===== src/rtl/flipflop_bloque_pingpong_pkg.sv =====
// Shared types and helpers for the ping-pong register block.
package flipflop_pkg;

  typedef enum logic {FILL = 1'b0, FULL = 1'b1} pp_state_t;

  // Width of the fill counter, wide enough to hold 0..m.
  function automatic int CNT_W(input int m);
    return $clog2(m + 1);
  endfunction

endpackage


===== src/rtl/flipflop_bloque_pingpong_if.sv =====
// Write/load/flip bus of the ping-pong block; the producer drives through the
// master modport and the block sits on the slave modport.
interface flipflop_bloque_pingpong_if #(
  parameter int N = 16,
  parameter int M = 16
);
  logic         wr_valid;
  logic [N-1:0] wr_data;
  logic         wr_ready;
  logic         ld_en;
  logic [N-1:0] ld_data [M-1:0];
  logic         flip;
  logic [N-1:0] q [M-1:0];
  logic         active_sel;
  logic         shadow_full;
  logic         flip_done;
  logic         flip_err;

  modport master (
    output wr_valid, wr_data, ld_en, ld_data, flip,
    input  wr_ready, q, active_sel, shadow_full, flip_done, flip_err
  );

  modport slave (
    input  wr_valid, wr_data, ld_en, ld_data, flip,
    output wr_ready, q, active_sel, shadow_full, flip_done, flip_err
  );
endinterface


===== src/rtl/flipflop_bloque_pingpong_registro_banco.sv =====
// One M x N register bank: per-lane write of a shared word, or a whole-bank
// load of M words. The bank load wins over lane writes.
module registro_banco #(
  parameter int N = 16,
  parameter int M = 16
) (
  input  logic         clk,
  input  logic         rst,
  input  logic [M-1:0] lane_we_i,
  input  logic [N-1:0] lane_data_i,
  input  logic         bank_we_i,
  input  logic [N-1:0] bank_data_i [M-1:0],
  output logic [N-1:0] q_o [M-1:0]
);

  logic [N-1:0] mem_q [M-1:0];

  // Lane storage: clear on reset, bulk load, else single-lane write.
  always_ff @(posedge clk) begin
    for (int i = 0; i < M; i++) begin
      if (rst)               mem_q[i] <= '0;
      else if (bank_we_i)    mem_q[i] <= bank_data_i[i];
      else if (lane_we_i[i]) mem_q[i] <= lane_data_i;
    end
  end

  assign q_o = mem_q;

endmodule


===== src/rtl/flipflop_bloque_pingpong.sv =====
// Ping-pong register block: the active bank drives q while the shadow bank is
// filled by stream writes or a bulk load; a flip swaps them only when full.
module flipflop_bloque_pingpong #(
  parameter int N = 16,
  parameter int M = 16
) (
  input  logic clk,
  input  logic rst,
  flipflop_bloque_pingpong_if.slave bus
);
  import flipflop_pkg::*;

  localparam int CW = CNT_W(M);

  pp_state_t    state_q, state_d;
  logic [CW-1:0] cnt_q, cnt_d;
  logic         act_q, act_d;
  logic         fd_q, fd_d;
  logic         fe_q, fe_d;

  logic         wr_rdy, wr_go, flip_ok, ld_go;
  logic [M-1:0] lane_we, we_a, we_b;
  logic         ld_a, ld_b;
  logic [N-1:0] qa [M-1:0];
  logic [N-1:0] qb [M-1:0];

  // A flip accepted in FULL wins over a same-cycle load so the freshly freed
  // shadow (the old active bank) is not overwritten behind the swap.
  assign wr_rdy  = (state_q == FILL) && !bus.ld_en;
  assign wr_go   = bus.wr_valid && wr_rdy;
  assign flip_ok = bus.flip && (state_q == FULL);
  assign ld_go   = bus.ld_en && !flip_ok;

  // One-hot lane select from the fill counter.
  always_comb begin
    lane_we = '0;
    for (int i = 0; i < M; i++)
      lane_we[i] = wr_go && (cnt_q == CW'(i));
  end

  // Writes are steered to whichever bank is not active.
  assign we_a = act_q ? lane_we : '0;
  assign we_b = act_q ? '0 : lane_we;
  assign ld_a = act_q && ld_go;
  assign ld_b = !act_q && ld_go;

  registro_banco #(.N(N), .M(M)) u_banco_a (
    .clk        (clk),
    .rst        (rst),
    .lane_we_i  (we_a),
    .lane_data_i(bus.wr_data),
    .bank_we_i  (ld_a),
    .bank_data_i(bus.ld_data),
    .q_o        (qa)
  );

  registro_banco #(.N(N), .M(M)) u_banco_b (
    .clk        (clk),
    .rst        (rst),
    .lane_we_i  (we_b),
    .lane_data_i(bus.wr_data),
    .bank_we_i  (ld_b),
    .bank_data_i(bus.ld_data),
    .q_o        (qb)
  );

  // Next state: flip > bulk load > stream write; a rejected flip in FILL
  // does not stop the write/load of the same cycle.
  always_comb begin
    state_d = state_q;
    cnt_d   = cnt_q;
    act_d   = act_q;
    fd_d    = flip_ok;
    fe_d    = bus.flip && (state_q == FILL);
    if (flip_ok) begin
      state_d = FILL;
      cnt_d   = '0;
      act_d   = !act_q;
    end else if (bus.ld_en) begin
      state_d = FULL;
      cnt_d   = '0;
    end else if (wr_go) begin
      if (cnt_q == CW'(M - 1)) begin
        state_d = FULL;
        cnt_d   = '0;
      end else begin
        cnt_d = cnt_q + CW'(1);
      end
    end
  end

  // Control registers, all cleared together so no partial swap survives reset.
  always_ff @(posedge clk) begin
    if (rst) begin
      state_q <= FILL;
      cnt_q   <= '0;
      act_q   <= 1'b0;
      fd_q    <= 1'b0;
      fe_q    <= 1'b0;
    end else begin
      state_q <= state_d;
      cnt_q   <= cnt_d;
      act_q   <= act_d;
      fd_q    <= fd_d;
      fe_q    <= fe_d;
    end
  end

  // Output mux: only the active bank is ever visible.
  for (genvar g = 0; g < M; g++) begin : g_qmux
    assign bus.q[g] = act_q ? qb[g] : qa[g];
  end

  assign bus.wr_ready    = wr_rdy;
  assign bus.active_sel  = act_q;
  assign bus.shadow_full = (state_q == FULL);
  assign bus.flip_done   = fd_q;
  assign bus.flip_err    = fe_q;

endmodule


===== src/flat_wrapper.sv =====
// flat-port wrapper written by rule: the top's interface ports become plain ports
module flipflop_bloque_pingpong_flat import flipflop_pkg::*;
#(
  parameter int N = 16,
  parameter int M = 16
)
  (clk, rst, bus_wr_valid, bus_wr_data, bus_ld_en, bus_ld_data, bus_flip, bus_wr_ready, bus_q, bus_active_sel, bus_shadow_full, bus_flip_done, bus_flip_err);
  flipflop_bloque_pingpong_if #(.N(N), .M(M)) bus_i ();
  input  logic clk;
  input  logic rst;
  input wire logic [$bits(bus_i.wr_valid)-1:0] bus_wr_valid;
  input wire logic [$bits(bus_i.wr_data)-1:0] bus_wr_data;
  input wire logic [$bits(bus_i.ld_en)-1:0] bus_ld_en;
  input wire logic [$bits(bus_i.ld_data)-1:0] bus_ld_data;
  input wire logic [$bits(bus_i.flip)-1:0] bus_flip;
  output wire logic [$bits(bus_i.wr_ready)-1:0] bus_wr_ready;
  output wire logic [$bits(bus_i.q)-1:0] bus_q;
  output wire logic [$bits(bus_i.active_sel)-1:0] bus_active_sel;
  output wire logic [$bits(bus_i.shadow_full)-1:0] bus_shadow_full;
  output wire logic [$bits(bus_i.flip_done)-1:0] bus_flip_done;
  output wire logic [$bits(bus_i.flip_err)-1:0] bus_flip_err;
  assign bus_i.wr_valid = bus_wr_valid;
  assign bus_i.wr_data = bus_wr_data;
  assign bus_i.ld_en = bus_ld_en;
  assign bus_i.ld_data = {>>{bus_ld_data}};
  assign bus_i.flip = bus_flip;
  assign bus_wr_ready = bus_i.wr_ready;
  assign bus_q = {>>{bus_i.q}};
  assign bus_active_sel = bus_i.active_sel;
  assign bus_shadow_full = bus_i.shadow_full;
  assign bus_flip_done = bus_i.flip_done;
  assign bus_flip_err = bus_i.flip_err;
  flipflop_bloque_pingpong #(.N(N), .M(M)) u_core (.clk(clk), .rst(rst), .bus(bus_i));
endmodule

===== config.mk =====
export PLATFORM = sky130hd
export DESIGN_NAME = flipflop_bloque_pingpong_flat
export DESIGN_NICKNAME = d
export VERILOG_FILES = /design/src/rtl/flipflop_bloque_pingpong_pkg.sv /design/src/rtl/flipflop_bloque_pingpong_if.sv /design/src/rtl/flipflop_bloque_pingpong_registro_banco.sv /design/src/rtl/flipflop_bloque_pingpong.sv /design/src/flat_wrapper.sv
export SDC_FILE = /design/constraint.sdc
export NUM_CORES = 1
export LEC_CHECK = 0
export CAP_MARGIN = 10
export CORE_ASPECT_RATIO = 1.4
export CORE_MARGIN = 5
export CORE_UTILIZATION = 45
export DETAILED_ROUTE_END_ITERATION = 12
export PLACE_DENSITY = 0.72
export REMOVE_ABC_BUFFERS = 1
export SKIP_CTS_REPAIR_TIMING = 1
export SLEW_MARGIN = 20
export SYNTH_ARGS = -nofsm -noshare
export SYNTH_HDL_FRONTEND = slang
export SYNTH_SLANG_ARGS = --single-unit

===== constraint.sdc =====
create_clock -name clk -period 2.35 [get_ports clk]
set_input_delay 0.5875 -clock clk [delete_from_list [all_inputs] [get_ports clk]]
set_output_delay 0.5875 -clock clk [all_outputs]
set_load 0.005 [all_outputs]

==> qor.log <==
INFO  timing         timing.slew.headroom=0.3782
INFO  synthesis      synth_top_cell_by_area=sky130_fd_sc_hd__dfxtp_1
INFO  timing         worst_hold_slack_after_final_layout=0.4970ns
INFO  setup_path     critical_path.reg2reg.startpoint=u_core.bus.active_sel$_SDFFE_PP0P_
INFO  clock_tree     clkLatencyLatePin=0.61ns
INFO  synthesis      synth-seq-area-share=0.4161
INFO  grt            grt_antenna_before_repair=14
INFO  drt            antenna_left=0
INFO  placed_design  detailedPlace.worstSlack=-0.3862ns
INFO  drt            avgRoutedWirePerCell=27.03um
INFO  clock_tree     clk_root_buffer_cell=sky130_fd_sc_hd__clkbuf_16
INFO  floorplanning  design.core.area=55260um2
INFO  timing         hold_violations=0
INFO  placed_design  dp.final_hpwl=75280um
INFO  run_status     outcome=finished with violations
INFO  grt            grt.total_usage=0.3324
INFO  drt            first_pass_iters=5
INFO  finish         final_nets=3671
INFO  pwr            vdd.ir_drop.worst=0.0006084V
INFO  floorplanning  rows=102
INFO  synthesis      postSynthRegisterBits=521
INFO  setup_path     worst_setup_slack_for_register_to_register_paths=-0.28ns
INFO  finish         flow.area_growth_from_synthesis=45.89%
INFO  synthesis      synth_area=25070um2
INFO  finish         drive_gt1_frac=0.2800
INFO  synthesis      synth_edf_count=0
INFO  finish         design_area=36570um2
INFO  finish         fillers=4244
INFO  grt            grt_remaining_overflow=0
INFO  timing         highest_achievable_clock_rate=366.3MHz
INFO  synthesis      synth.area.top_cells=sky130_fd_sc_hd__dfxtp_1 (42%), sky130_fd_sc_hd__a211oi_1 (15%), sky130_fd_sc_hd__mux2_2 (12%)
INFO  grt            grt_max_degree=89
INFO  drt            route.detailed.vias_per_inst=6.292
INFO  timing         period_needed=2.730ns
INFO  floorplanning  die_area=60590um2
INFO  grt            grt_pass1_vias=25558
INFO  timing         max_slew.worst_pin.slew=0.9306ns
INFO  floorplanning  die_width=209.5um
INFO  synthesis      synth_cell_types=50
INFO  synthesis      ys_async_sr_fraction=0
INFO  setup_path     arrival=2.14ns
INFO  timing         finalWorstSetupSlack=-0.3801ns
INFO  setup_path     r2r-end=u_core.u_banco_a.q_o[11]$_SDFFE_PP0P_
INFO  timing         totalNegativeSetupSlack=-63.90ns
INFO  timing         final-setup-viol-count=285
INFO  clock_tree     cts.sinks=521
INFO  clock_tree     cts-root-to-sink-buffers=3
INFO  timing         rsz0062_at_grt=true
INFO  placed_design  placed_cell_area=33370um2
INFO  finish         final_core_density=0.6617
INFO  drt            wl=112700um
INFO  synthesis      synthesis.area_per_instance=9.072um2
INFO  timing         fraction_of_the_cycle_the_final_worst_path_needs=1.162
INFO  setup_path     category_of_the_most_critical_setup_path=flop to output pin
INFO  min_path       hold_path.class=flop to flop
INFO  clock_tree     cts.clk_slew.worst_paths=0.07ns
INFO  synthesis      synth_flop_cell=sky130_fd_sc_hd__dfxtp_1
INFO  placed_design  placed_cells=3952
INFO  synthesis      synth.yosys.warnings=0
INFO  setup_path     cp_max_fo=8
INFO  drt            route.detailed.drc=0
INFO  pwr            power.density_cell_area=675.8nW/um2
INFO  placed_design  place_congestion=0.8994
INFO  finish         final_cells=4168
INFO  floorplanning  start_util=0.4536
INFO  setup_path     crit_path_end_kind=output pin
INFO  setup_path     worst_r2r_path_depth=10
INFO  placed_design  buffer_ports.inserted=537
INFO  setup_path     critical_path.startpoint_type=flop
INFO  synthesis      synthCells=2763
INFO  timing         maxSlewViolCount=0
INFO  clock_tree     tritoncts=done
INFO  floorplanning  die-height=289.3um
INFO  grt            grt_pass1_wl=156900um
INFO  drt            number_of_vias_after_detailed_routing=26223
INFO  setup_path     required=1.76ns
INFO  timing         skew=0.03109ns
INFO  clock_tree     cts-htree-levels=2
INFO  setup_path     cp_startpoint=u_core.bus.active_sel$_SDFFE_PP0P_
INFO  pwr            leakagePower=14.84nW
INFO  setup_path     crit_end=bus_q[131]
INFO  synthesis      synth.top_cell.area_share=0.4161
INFO  pwr            post-layout-total-power=24.71mW
INFO  floorplanning  num_io_pins=538
INFO  run            max-cap-violations=0
INFO  clock_tree     cts_inserted_buffers=53
INFO  run_status     violations=negative setup slack
INFO  drt            first_iter_violations=2371
INFO  min_path       holdCritStartpoint=u_core.u_banco_a.q_o[49]$_SDFFE_PP0P_
[layout make-up]
| class | instances | area (um2) | area share |
|---|---|---|---|
| multi-input cells | 1917 | 13880 | 0.3795 |
| flip-flops and latches | 521 | 10430 | 0.2853 |
| repair buffers | 877 | 9468 | 0.2589 |
| clock buffers | 69 | 1476 | 0.04038 |
| well taps | 728 | 910.9 | 0.02491 |
| clock inverters | 25 | 299.0 | 0.008178 |
| inverters | 20 | 76.32 | 0.002087 |
| diodes | 11 | 27.53 | 0.0007528 |
[state kept, by name (all words and copies together), names as in the netlist]
register and count:
u_core.bus.shadow_full 1, u_core.u_banco_b.q_o 256, u_core.bus.flip_done 1, u_core.bus.active_sel 1
u_core.cnt_q 5, u_core.bus.flip_err 1, u_core.u_banco_a.q_o 256
[cells by family after synthesis]
family / after synthesis / share of synthesized area
xor gates and xnor gates: 4 / 0.001398
muxes: 256 / 0.1150
DFF: 521 / 0.4161
AOI/OAI and AO/OA: 853 / 0.2397
and+or+nand+nor: 800 / 0.1670
adders and majority gates: 4 / 0.001997
buffers and inverters: 325 / 0.05885
[layer usage]
layer	GRT usage	wire, um	share of wire	vias to the layer above
li1	-	-	-	11485
met1	0.3949	40890	0.36	12566
met2	0.5347	52260	0.46	1653
met3	0.07019	10110	0.090	513
met4	0.2370	9384	0.083	6
met5	0	28	0.00025	-
[power breakdown]
part	internal (mW)	switching, mW	leakage (nW)
clock network	5.08	3.71	0.885
registers	9.50	0.364	4.27
logic	2.94	3.11	9.68
[worst max-delay path, stage by stage (launching register included)]
cell	delay [ns]
sky130_fd_sc_hd__dfxtp_4	0.37
sky130_fd_sc_hd__buf_12	0.16
sky130_fd_sc_hd__buf_12	0.13
sky130_fd_sc_hd__buf_16	0.14
sky130_fd_sc_hd__buf_8	0.13
sky130_fd_sc_hd__clkbuf_16	0.15
sky130_fd_sc_hd__mux2_4	0.32
sky130_fd_sc_hd__clkbuf_2	0.12
[Yosys cell counts, drive strengths merged, types with 2 or more instances]
library cell	count
ha	4
nand3	2
a21oi	305
a31o	2
o22ai	6
buf	172
a22o	5
nand4bb	3
xnor2	3
nor4b	5
inv	20
nor3	370
clkbuf	133
nand4	2
nor2b	197
nor2	198
a22oi	15
and4bb	6
a211oi	513
and3	2
nand2	2
and2	8
mux2	256
a32oi	3
dfxtp	521
[worst min-delay path by stage]
stage / cells after the start / slack, ns / end
finish: 2 / 0.50 / u_core.u_banco_a.q_o[49]$_SDFFE_PP0P_
detailed placement: 2 / 0.49 / u_core.u_banco_a.q_o[210]$_SDFFE_PP0P_
CTS: 2 / 0.49 / u_core.u_banco_a.q_o[252]$_SDFFE_PP0P_
global route: 2 / 0.52 / u_core.u_banco_a.q_o[49]$_SDFFE_PP0P_
floorplan: 2 / 0.47 / u_core.u_banco_b.q_o[100]$_SDFFE_PP0P_
global placement: 2 / 0.48 / u_core.u_banco_b.q_o[27]$_SDFFE_PP0P_
[cell usage in the layout (no fill, tap or decap), types with 4 or more instances in the layout]
master | netlist | final
sky130_fd_sc_hd__a21oi_1 | 273 | 273
sky130_fd_sc_hd__dlymetal6s2s_1 | 0 | 68
sky130_fd_sc_hd__buf_4 | 10 | 164
sky130_fd_sc_hd__mux2_2 | 256 | 121
sky130_fd_sc_hd__ha_1 | 4 | 4
sky130_fd_sc_hd__buf_8 | 0 | 12
sky130_fd_sc_hd__nor2b_1 | 197 | 197
sky130_fd_sc_hd__a211oi_2 | 10 | 10
sky130_fd_sc_hd__clkbuf_1 | 132 | 7
sky130_fd_sc_hd__a211oi_1 | 503 | 503
sky130_fd_sc_hd__clkbuf_16 | 0 | 73
sky130_fd_sc_hd__nor2_1 | 195 | 195
sky130_fd_sc_hd__buf_16 | 0 | 6
sky130_fd_sc_hd__a22oi_2 | 4 | 15
sky130_fd_sc_hd__buf_12 | 0 | 119
sky130_fd_sc_hd__and4bb_2 | 6 | 6
sky130_fd_sc_hd__dfxtp_1 | 521 | 520
sky130_fd_sc_hd__a21oi_4 | 16 | 32
sky130_fd_sc_hd__mux2_4 | 0 | 135
sky130_fd_sc_hd__o22ai_2 | 3 | 6
sky130_fd_sc_hd__clkbuf_8 | 0 | 9
sky130_fd_sc_hd__clkbuf_2 | 1 | 158
sky130_fd_sc_hd__buf_6 | 4 | 51
sky130_fd_sc_hd__inv_1 | 19 | 19
sky130_fd_sc_hd__and2_1 | 8 | 8
sky130_fd_sc_hd__bufinv_16 | 0 | 6
sky130_fd_sc_hd__nor3_1 | 370 | 370
sky130_fd_sc_hd__diode_2 | 0 | 11
sky130_fd_sc_hd__a22o_1 | 5 | 5
sky130_fd_sc_hd__clkinv_2 | 0 | 14
sky130_fd_sc_hd__clkdlybuf4s50_1 | 0 | 279
Note: power is estimated with default switching activity, not from simulation.
